--- src/rtl/sha256_pkg.sv ---
// Shared types and constants for the SHA-256 message padder.
package sha256_pkg;

    typedef enum logic [1:0] {
        StFill,
        StEmit,
        StExtra
    } pad_state_e;

    localparam int unsigned BLOCK_WORDS = 16;
    localparam int unsigned LEN_WORD_HI = 14;
    localparam int unsigned LEN_WORD_LO = 15;
    localparam logic [7:0] PAD_BYTE = 8'h80;
    localparam logic [31:0] PAD_WORD_FULL = {PAD_BYTE, 24'h0};

    // Message bits carried by one accepted word; a final word may be partial (0 means 4 bytes).
    function automatic logic [5:0] word_bits(input logic last, input logic [1:0] bytes);
        if (last && bytes != 2'd0) begin
            return {1'b0, bytes, 3'b000};
        end
        return 6'd32;
    endfunction

endpackage

--- src/rtl/sha256_pad_word.sv ---
// Masks the unused bytes of a final word and inserts the 0x80 pad byte after the valid ones.
module sha256_pad_word
    import sha256_pkg::*;
(
    input  logic [31:0] data_i,
    input  logic [1:0]  bytes_i,
    output logic [31:0] word_o,
    output logic        full_o
);

    always_comb begin
        word_o = data_i;
        full_o = 1'b0;
        unique case (bytes_i)
            2'd1:    word_o = {data_i[31:24], PAD_BYTE, 16'h0};
            2'd2:    word_o = {data_i[31:16], PAD_BYTE, 8'h0};
            2'd3:    word_o = {data_i[31:8], PAD_BYTE};
            default: full_o = 1'b1;
        endcase
    end

endmodule

--- src/rtl/sha256_padder.sv ---
// SHA-256 padder: packs 32-bit message words into padded 512-bit blocks.
// Optional SHA256_PADDER_ABORT_EN adds abort_i, a synchronous return to the reset state.
module sha256_padder
    import sha256_pkg::*;
#(
    parameter int unsigned LEN_WIDTH = 64
) (
    input  logic         clk_i,
    input  logic         rst_ni,
`ifdef SHA256_PADDER_ABORT_EN
    input  logic         abort_i,
`endif
    input  logic         in_valid_i,
    output logic         in_ready_o,
    input  logic [31:0]  in_data_i,
    input  logic         in_last_i,
    input  logic [1:0]   in_bytes_i,
    output logic         blk_valid_o,
    input  logic         blk_ready_i,
    output logic [511:0] blk_data_o,
    output logic         blk_first_o,
    output logic         blk_last_o
);

    pad_state_e                         state_q;
    logic [3:0]                         idx_q;
    logic [LEN_WIDTH-1:0]               len_q;
    logic [BLOCK_WORDS-1:0][31:0]       buf_q;
    logic                               pending_q;
    logic                               carry_q;
    logic                               in_ready_q;
    logic                               blk_valid_q;
    logic                               blk_first_q;
    logic                               blk_last_q;

    logic [31:0]                        pad_word;
    logic                               pad_full;
    logic [4:0]                         pad_idx;
    logic                               pad_fits;
    logic                               accept;
    logic [LEN_WIDTH-1:0]               len_next;
    logic [63:0]                        len64_next;
    logic [63:0]                        len64_q;
    logic [BLOCK_WORDS-1:0][31:0]       last_blk;
    logic [BLOCK_WORDS-1:0][31:0]       extra_blk;

    sha256_pad_word u_pad_word (
        .data_i (in_data_i),
        .bytes_i(in_bytes_i),
        .word_o (pad_word),
        .full_o (pad_full)
    );

    assign accept     = in_valid_i && in_ready_q;
    assign len_next   = len_q + LEN_WIDTH'(word_bits(in_last_i, in_bytes_i));
    assign len64_next = 64'(len_next);
    assign len64_q    = 64'(len_q);
    // Index of the word that holds the 0x80 pad byte; 16 means it spills into an extra block.
    assign pad_idx    = {1'b0, idx_q} + {4'b0000, pad_full};
    assign pad_fits   = pad_idx < 5'(LEN_WORD_HI);

    always_comb begin
        last_blk = '0;
        for (int i = 0; i < BLOCK_WORDS; i++) begin
            if (i < int'(idx_q)) begin
                last_blk[i] = buf_q[i];
            end else if (i == int'(idx_q)) begin
                last_blk[i] = pad_word;
            end else if (pad_full && i == int'(idx_q) + 1) begin
                last_blk[i] = PAD_WORD_FULL;
            end
        end
        if (pad_fits) begin
            last_blk[LEN_WORD_HI] = len64_next[63:32];
            last_blk[LEN_WORD_LO] = len64_next[31:0];
        end
    end

    always_comb begin
        extra_blk              = '0;
        extra_blk[0]           = carry_q ? PAD_WORD_FULL : 32'h0;
        extra_blk[LEN_WORD_HI] = len64_q[63:32];
        extra_blk[LEN_WORD_LO] = len64_q[31:0];
    end

    always_ff @(posedge clk_i or negedge rst_ni) begin
        if (!rst_ni) begin
            state_q     <= StFill;
            idx_q       <= '0;
            len_q       <= '0;
            buf_q       <= '0;
            pending_q   <= 1'b0;
            carry_q     <= 1'b0;
            in_ready_q  <= 1'b1;
            blk_valid_q <= 1'b0;
            blk_first_q <= 1'b1;
            blk_last_q  <= 1'b0;
        end
`ifdef SHA256_PADDER_ABORT_EN
        else if (abort_i) begin
            state_q     <= StFill;
            idx_q       <= '0;
            len_q       <= '0;
            buf_q       <= '0;
            pending_q   <= 1'b0;
            carry_q     <= 1'b0;
            in_ready_q  <= 1'b1;
            blk_valid_q <= 1'b0;
            blk_first_q <= 1'b1;
            blk_last_q  <= 1'b0;
        end
`endif
        else begin
            unique case (state_q)
                StFill: begin
                    if (accept) begin
                        len_q <= len_next;
                        if (in_last_i) begin
                            buf_q      <= last_blk;
                            blk_last_q <= pad_fits;
                            pending_q  <= !pad_fits;
                            carry_q    <= pad_idx == 5'd16;
                        end else begin
                            buf_q[idx_q] <= in_data_i;
                            idx_q        <= idx_q + 4'd1;
                            blk_last_q   <= 1'b0;
                        end
                        if (in_last_i || idx_q == 4'd15) begin
                            state_q     <= StEmit;
                            in_ready_q  <= 1'b0;
                            blk_valid_q <= 1'b1;
                        end
                    end
                end
                StEmit: begin
                    if (blk_ready_i) begin
                        blk_valid_q <= 1'b0;
                        blk_first_q <= blk_last_q;
                        if (pending_q) begin
                            state_q   <= StExtra;
                            pending_q <= 1'b0;
                        end else begin
                            state_q    <= StFill;
                            in_ready_q <= 1'b1;
                            idx_q      <= '0;
                            if (blk_last_q) begin
                                len_q <= '0;
                            end
                        end
                    end
                end
                StExtra: begin
                    buf_q       <= extra_blk;
                    carry_q     <= 1'b0;
                    blk_last_q  <= 1'b1;
                    blk_valid_q <= 1'b1;
                    state_q     <= StEmit;
                end
                default: state_q <= StFill;
            endcase
        end
    end

    assign in_ready_o  = in_ready_q;
    assign blk_valid_o = blk_valid_q;
    assign blk_data_o  = buf_q;
    assign blk_first_o = blk_first_q;
    assign blk_last_o  = blk_last_q;

endmodule

--- config.mk ---
export PLATFORM = sky130hd
export DESIGN_NAME = sha256_padder
export DESIGN_NICKNAME = d
export VERILOG_FILES = /design/src/rtl/sha256_pkg.sv /design/src/rtl/sha256_pad_word.sv /design/src/rtl/sha256_padder.sv
export SDC_FILE = /design/constraint.sdc
export NUM_CORES = 1
export LEC_CHECK = 0
export ABC_AREA = 1
export BUFFER_PORTS_ARGS = -buffer_cell sky130_fd_sc_hd__buf_2
export CORE_AREA = 2 2 273 342
export DETAILED_ROUTE_END_ITERATION = 8
export DIE_AREA = 0 0 275 344
export GPL_TIMING_DRIVEN = 0
export PLACE_DENSITY_LB_ADDON = 0.15
export SYNTH_ARGS = -nofsm -noshare
export SYNTH_HDL_FRONTEND = slang
export SYNTH_SLANG_ARGS = --single-unit
--- constraint.sdc ---
create_clock -name clk_i -period 3.04 [get_ports clk_i]
set_clock_uncertainty 0.1 [all_clocks]
set_input_delay 0.608 -clock clk_i [delete_from_list [all_inputs] [get_ports clk_i]]
set_output_delay 0.608 -clock clk_i [all_outputs]
set_load 0.01 [all_outputs]
==> flow_summary.yaml <==
synthesis:
  post_synth_main_area_contributors: "sky130_fd_sc_hd__dfrtp_1, sky130_fd_sc_hd__nand2_1, sky130_fd_sc_hd__o21ai_0"
  fraction_of_the_mapped_netlist_area_in_compound_gates_pct: 14.7
  synth.yosys.warnings: 0
  synth_fa_ha_area_share_pct: 0.857
  syn-mean-instance-area_um2: 8.13
  combinational_family_with_the_most_area_after_synthesis: "simple AND/OR/NAND/NOR gates"
  synth-seq-cells: 585
  post_synthesis_cells: 3343
  synthMuxAreaShare_pct: 0
  post-synth-top-area-cell: "sky130_fd_sc_hd__dfrtp_1"
  synth-edff-count: 0
  number_of_distinct_library_cell_variants_in_the_gate_level_netlist_after_synthesis: 50
  post_synth_instance_area_mm2: 0.0272
  ys_async_sr_fraction_pct: 100
  synth_seq_area_share_pct: 53.9
  xor_and_xnor_area_share_after_synthesis_pct: 0.613
  synthFlopType: "sky130_fd_sc_hd__dfrtp_1"
  area_share_of_and_or_nand_nor_cells_after_synthesis_pct: 23.4
  synth_top_area_share_pct: 53.7
  syn-num-nets: 3400
cells_and_area:
  layout_net_count: 4036
  num-fill-cells: 9788
  layout_commonest_cell: "sky130_fd_sc_hd__nand2_1"
  post_route_cells_drive_above_1_share_pct: 21.2
  fin_util_pct: 37.5
  non_filler_instance_count_after_layout: 5232
  syn_to_final_growth_pct: 26.0
  multi_input_gate_area_in_the_final_layout_mm2: 0.0109
  seqCellArea_mm2: 0.0146
  final_cell_mix: "sky130_fd_sc_hd__nand2_1, sky130_fd_sc_hd__buf_2, sky130_fd_sc_hd__dfrtp_1"
setup_path:
  reg_to_reg_critical_path_endpoint: "blk_data_o[153]"
  worstRegToRegCells: 8
  startpoint_type: "flop"
  crit_path_cell_chain: "inv_1, ha_1, buf_4, buf_2, nor2_1, inv_1, clkbuf_1, o21ai_0"
  cp_data_arrival_time_ps: 3340
  cp_data_required_time_ps: 3410
  worst_path_max_delay_cell: "sky130_fd_sc_hd__clkbuf_1"
  critical_path_peak_fanout: 10
  path_class: "flop to flop"
  worst_case_register_to_register_setup_slack_ps: 70
  most_repeated_library_cell_on_the_critical_path: "sky130_fd_sc_hd__inv_1"
  endpoint_kind: "flop"
  r2r-start: "state_q[0]"
  slowest_delay_ps: 900
place:
  hpwlAfterDp_um: 111000
  dpl.cell_count: 5098
  io_buffer_count: 553
  gp_congestion: 0.983
detailed_routing:
  ant_nets: 0
  viasPerCell: 5.08
  route.top_layer_used: "met5"
  dr_total_vias: 26600
  firstDrtPassIters: 6
  met3WireLength_um: 9230
  drc: 0
  drt_iter0_drc: 2240
  drt_wl_total_um: 142000
  route.detailed.wl_per_inst_um: 27.1
  met2_length_um: 72100
  routedLengthMet1_um: 54600
power_and_ir_drop:
  power.static_leakage_nw: 17.4
  power.density_cell_area_mw_per_mm2: 887
  irDropWorstVdd_mv: 0.430
die:
  die-width_um: 275
  num_rows: 124
  floorplan.die.height_um: 344
  initial_utilization_pct: 29.8
  die_area_mm2: 0.0946
  num_io_pins: 555
  core_area_mm2: 0.0912
run_status:
  status: "finished, final reports clean"
cts:
  clk_pin_slew_ps: 60
  clock_sink_count: 585
  htree_levels: 3
  tritoncts.num_buffers: 68
  cts-root-to-sink-buffers: 3
  clock_insertion_delay_worst_skew_ps: 630
  cts_tree: "built"
  cts-root-buf: "sky130_fd_sc_hd__clkbuf_16"
sta:
  timing.max_slew.rel_slack_pct: 21.5
  finalCritPeriodShare_pct: 97.8
  timing.fmax_ghz: 0.336
  timing_worst_slew_pin_value_ps: 1180
  rsz0062_at_grt: "yes"
  final_hold_viol_count: 0
  minimum_clock_period_ps: 2970
  final-setup-viol-count: 0
  maxSlewViolCount: 0
hold_path:
  min_delay_worst_endpoint: "blk_first_o"
  worst_hold_startpoint: "blk_ready_i"
  hold_path_class: "input port to flop"
  timing.hold.worst_path_depth: 2
global_route:
  grt_first_pass_wirelength_um: 198000
  number_of_antenna_violations_at_the_first_check_in_global_routing: 13
  first_global_vias: 26200
  grt.overflow.total: 0
  overall_global_routing_usage_pct: 29.4
  grt_max_degree: 115
flow_run:
  maxCapViolCount: 0
[where the power goes]
group / switching [mW] / leakage [nW] / internal, mW / total (mW)
registers: 1.50 / 7.97 / 9.73 / 11.2
logic: 7.35 / 8.29 / 3.10 / 10.5
clock network: 3.66 / 1.14 / 5.03 / 8.69
total: 12.5 / 17.4 / 17.9 / 30.4
[worst max path at each step]
stage	startpoint	endpoint	slack [ps]	cells after the start
CTS	state_q[0]	blk_data_o[203]	5	10
detailed placement	in_last_i	blk_data_o[450]	-1290	16
floorplan	in_last_i	blk_data_o[461]	20	19
finish	state_q[0]	blk_data_o[153]	70	8
global route	in_bytes_i[0]	blk_data_o[466]	-5	17
global placement	rst_ni	len64_q[54]	-12180	1
[metrics by stage]
| step | instance area [um2] | setup TNS, ps | worst slack [ps] | total power, mW | hold WS (ps) |
|---|---|---|---|---|---|
| 2_1_floorplan | 27200 | 0 | 24.5 | 16.4 | 212 |
| 3_5_place_dp | 31600 | -101800 | -1290 | 21.7 | 361 |
| 3_3_place_gp | 31400 | -7137010 | -12180 | 21.6 | 360 |
| 5_1_grt | 34200 | -5.04 | -5.04 | 31.9 | 71.0 |
| 6_report | 34200 | 0 | 67.0 | 30.4 | 61.6 |
| 4_1_cts | 34000 | 0 | 4.88 | 30.5 | 33.7 |
[cell usage after synthesis (2+ instances only)]
cell type / instances
sky130_fd_sc_hd__nand2_1: 1047
sky130_fd_sc_hd__dfrtp_1: 583
sky130_fd_sc_hd__o21ai_0: 407
sky130_fd_sc_hd__nor2_1: 265
sky130_fd_sc_hd__inv_1: 247
sky130_fd_sc_hd__nand3_1: 187
sky130_fd_sc_hd__a21oi_1: 114
sky130_fd_sc_hd__clkbuf_1: 95
sky130_fd_sc_hd__o31ai_1: 83
sky130_fd_sc_hd__buf_2: 60
sky130_fd_sc_hd__nand4_1: 33
sky130_fd_sc_hd__o21ai_1: 25
sky130_fd_sc_hd__o22ai_1: 20
sky130_fd_sc_hd__a22oi_1: 18
sky130_fd_sc_hd__o21a_1: 18
sky130_fd_sc_hd__xor2_1: 18
sky130_fd_sc_hd__ha_1: 17
sky130_fd_sc_hd__nor3_1: 15
sky130_fd_sc_hd__buf_4: 10
sky130_fd_sc_hd__inv_2: 10
sky130_fd_sc_hd__nor2_2: 7
sky130_fd_sc_hd__buf_1: 5
sky130_fd_sc_hd__clkinv_1: 5
sky130_fd_sc_hd__nand2_2: 5
sky130_fd_sc_hd__o211ai_1: 5
sky130_fd_sc_hd__buf_6: 4
sky130_fd_sc_hd__nor2_4: 4
sky130_fd_sc_hd__o221ai_1: 4
sky130_fd_sc_hd__a22o_1: 3
sky130_fd_sc_hd__a31oi_1: 3
sky130_fd_sc_hd__and2_1: 3
sky130_fd_sc_hd__a21oi_2: 2
sky130_fd_sc_hd__a21oi_4: 2
sky130_fd_sc_hd__dfstp_2: 2
sky130_fd_sc_hd__nand3_2: 2
[area by class of cell]
class                           instances  area share (%)
Buffer                                173            2.47
Timing Repair Buffer                  567            8.72
Multi-Input combinational cell       2321            31.9
Antenna cell                            5          0.0366
Tap cell                             1197            4.38
Inverter                              263            2.96
Clock inverter                         20           0.815
Sequential cell                       585            42.8
Clock buffer                          101            5.95
[cells by family after synthesis]
logic type / after synthesis
AND/OR/NAND/NOR: 1574
adder cells (fa/ha/maj): 18
AO/OA/AOI/OAI: 710
flip-flops: 585
buffers and inverters: 437
XOR/XNOR: 19
[flip-flops by register name (all words and copies together) (netlist names)]
| register | count |
|---|---|
| blk_data_o | 512 |
| carry_q | 1 |
| in_ready_o | 1 |
| pending_q | 1 |
| state_q | 2 |
| len64_q | 61 |
| blk_last_o | 1 |
| idx_q | 4 |
| blk_valid_o | 1 |
| blk_first_o | 1 |
[repair_timing]
action / 4_1_cts / 5_1_grt
pin swaps: 1 / 1
resized for setup: 33 / 71
endpoints found under the hold margin: 69 / 0
endpoints found under the setup margin: 161 / 191
buffers inserted: 6 / 2
hold buffers: 1 / 0
[worst max-delay path: cells and delay by family, from the launching register on]
| family | cells | cell delay [ps] |
|---|---|---|
| buf+inv | 5 | 1760 |
| flops | 1 | 420 |
| compound gates | 1 | 240 |
| fa+ha+maj | 1 | 140 |
| simple gates | 1 | 110 |
[routing by layer]
layer  global-route usage, %  vias to the layer above
li1                        -                    12200
met1                    34.5                    13200
met2                    52.6                      975
met3                    5.56                      229
met4                    11.7                        6
met5                       0                        -
No activity file was read; power rests on OpenSTA's default activity.
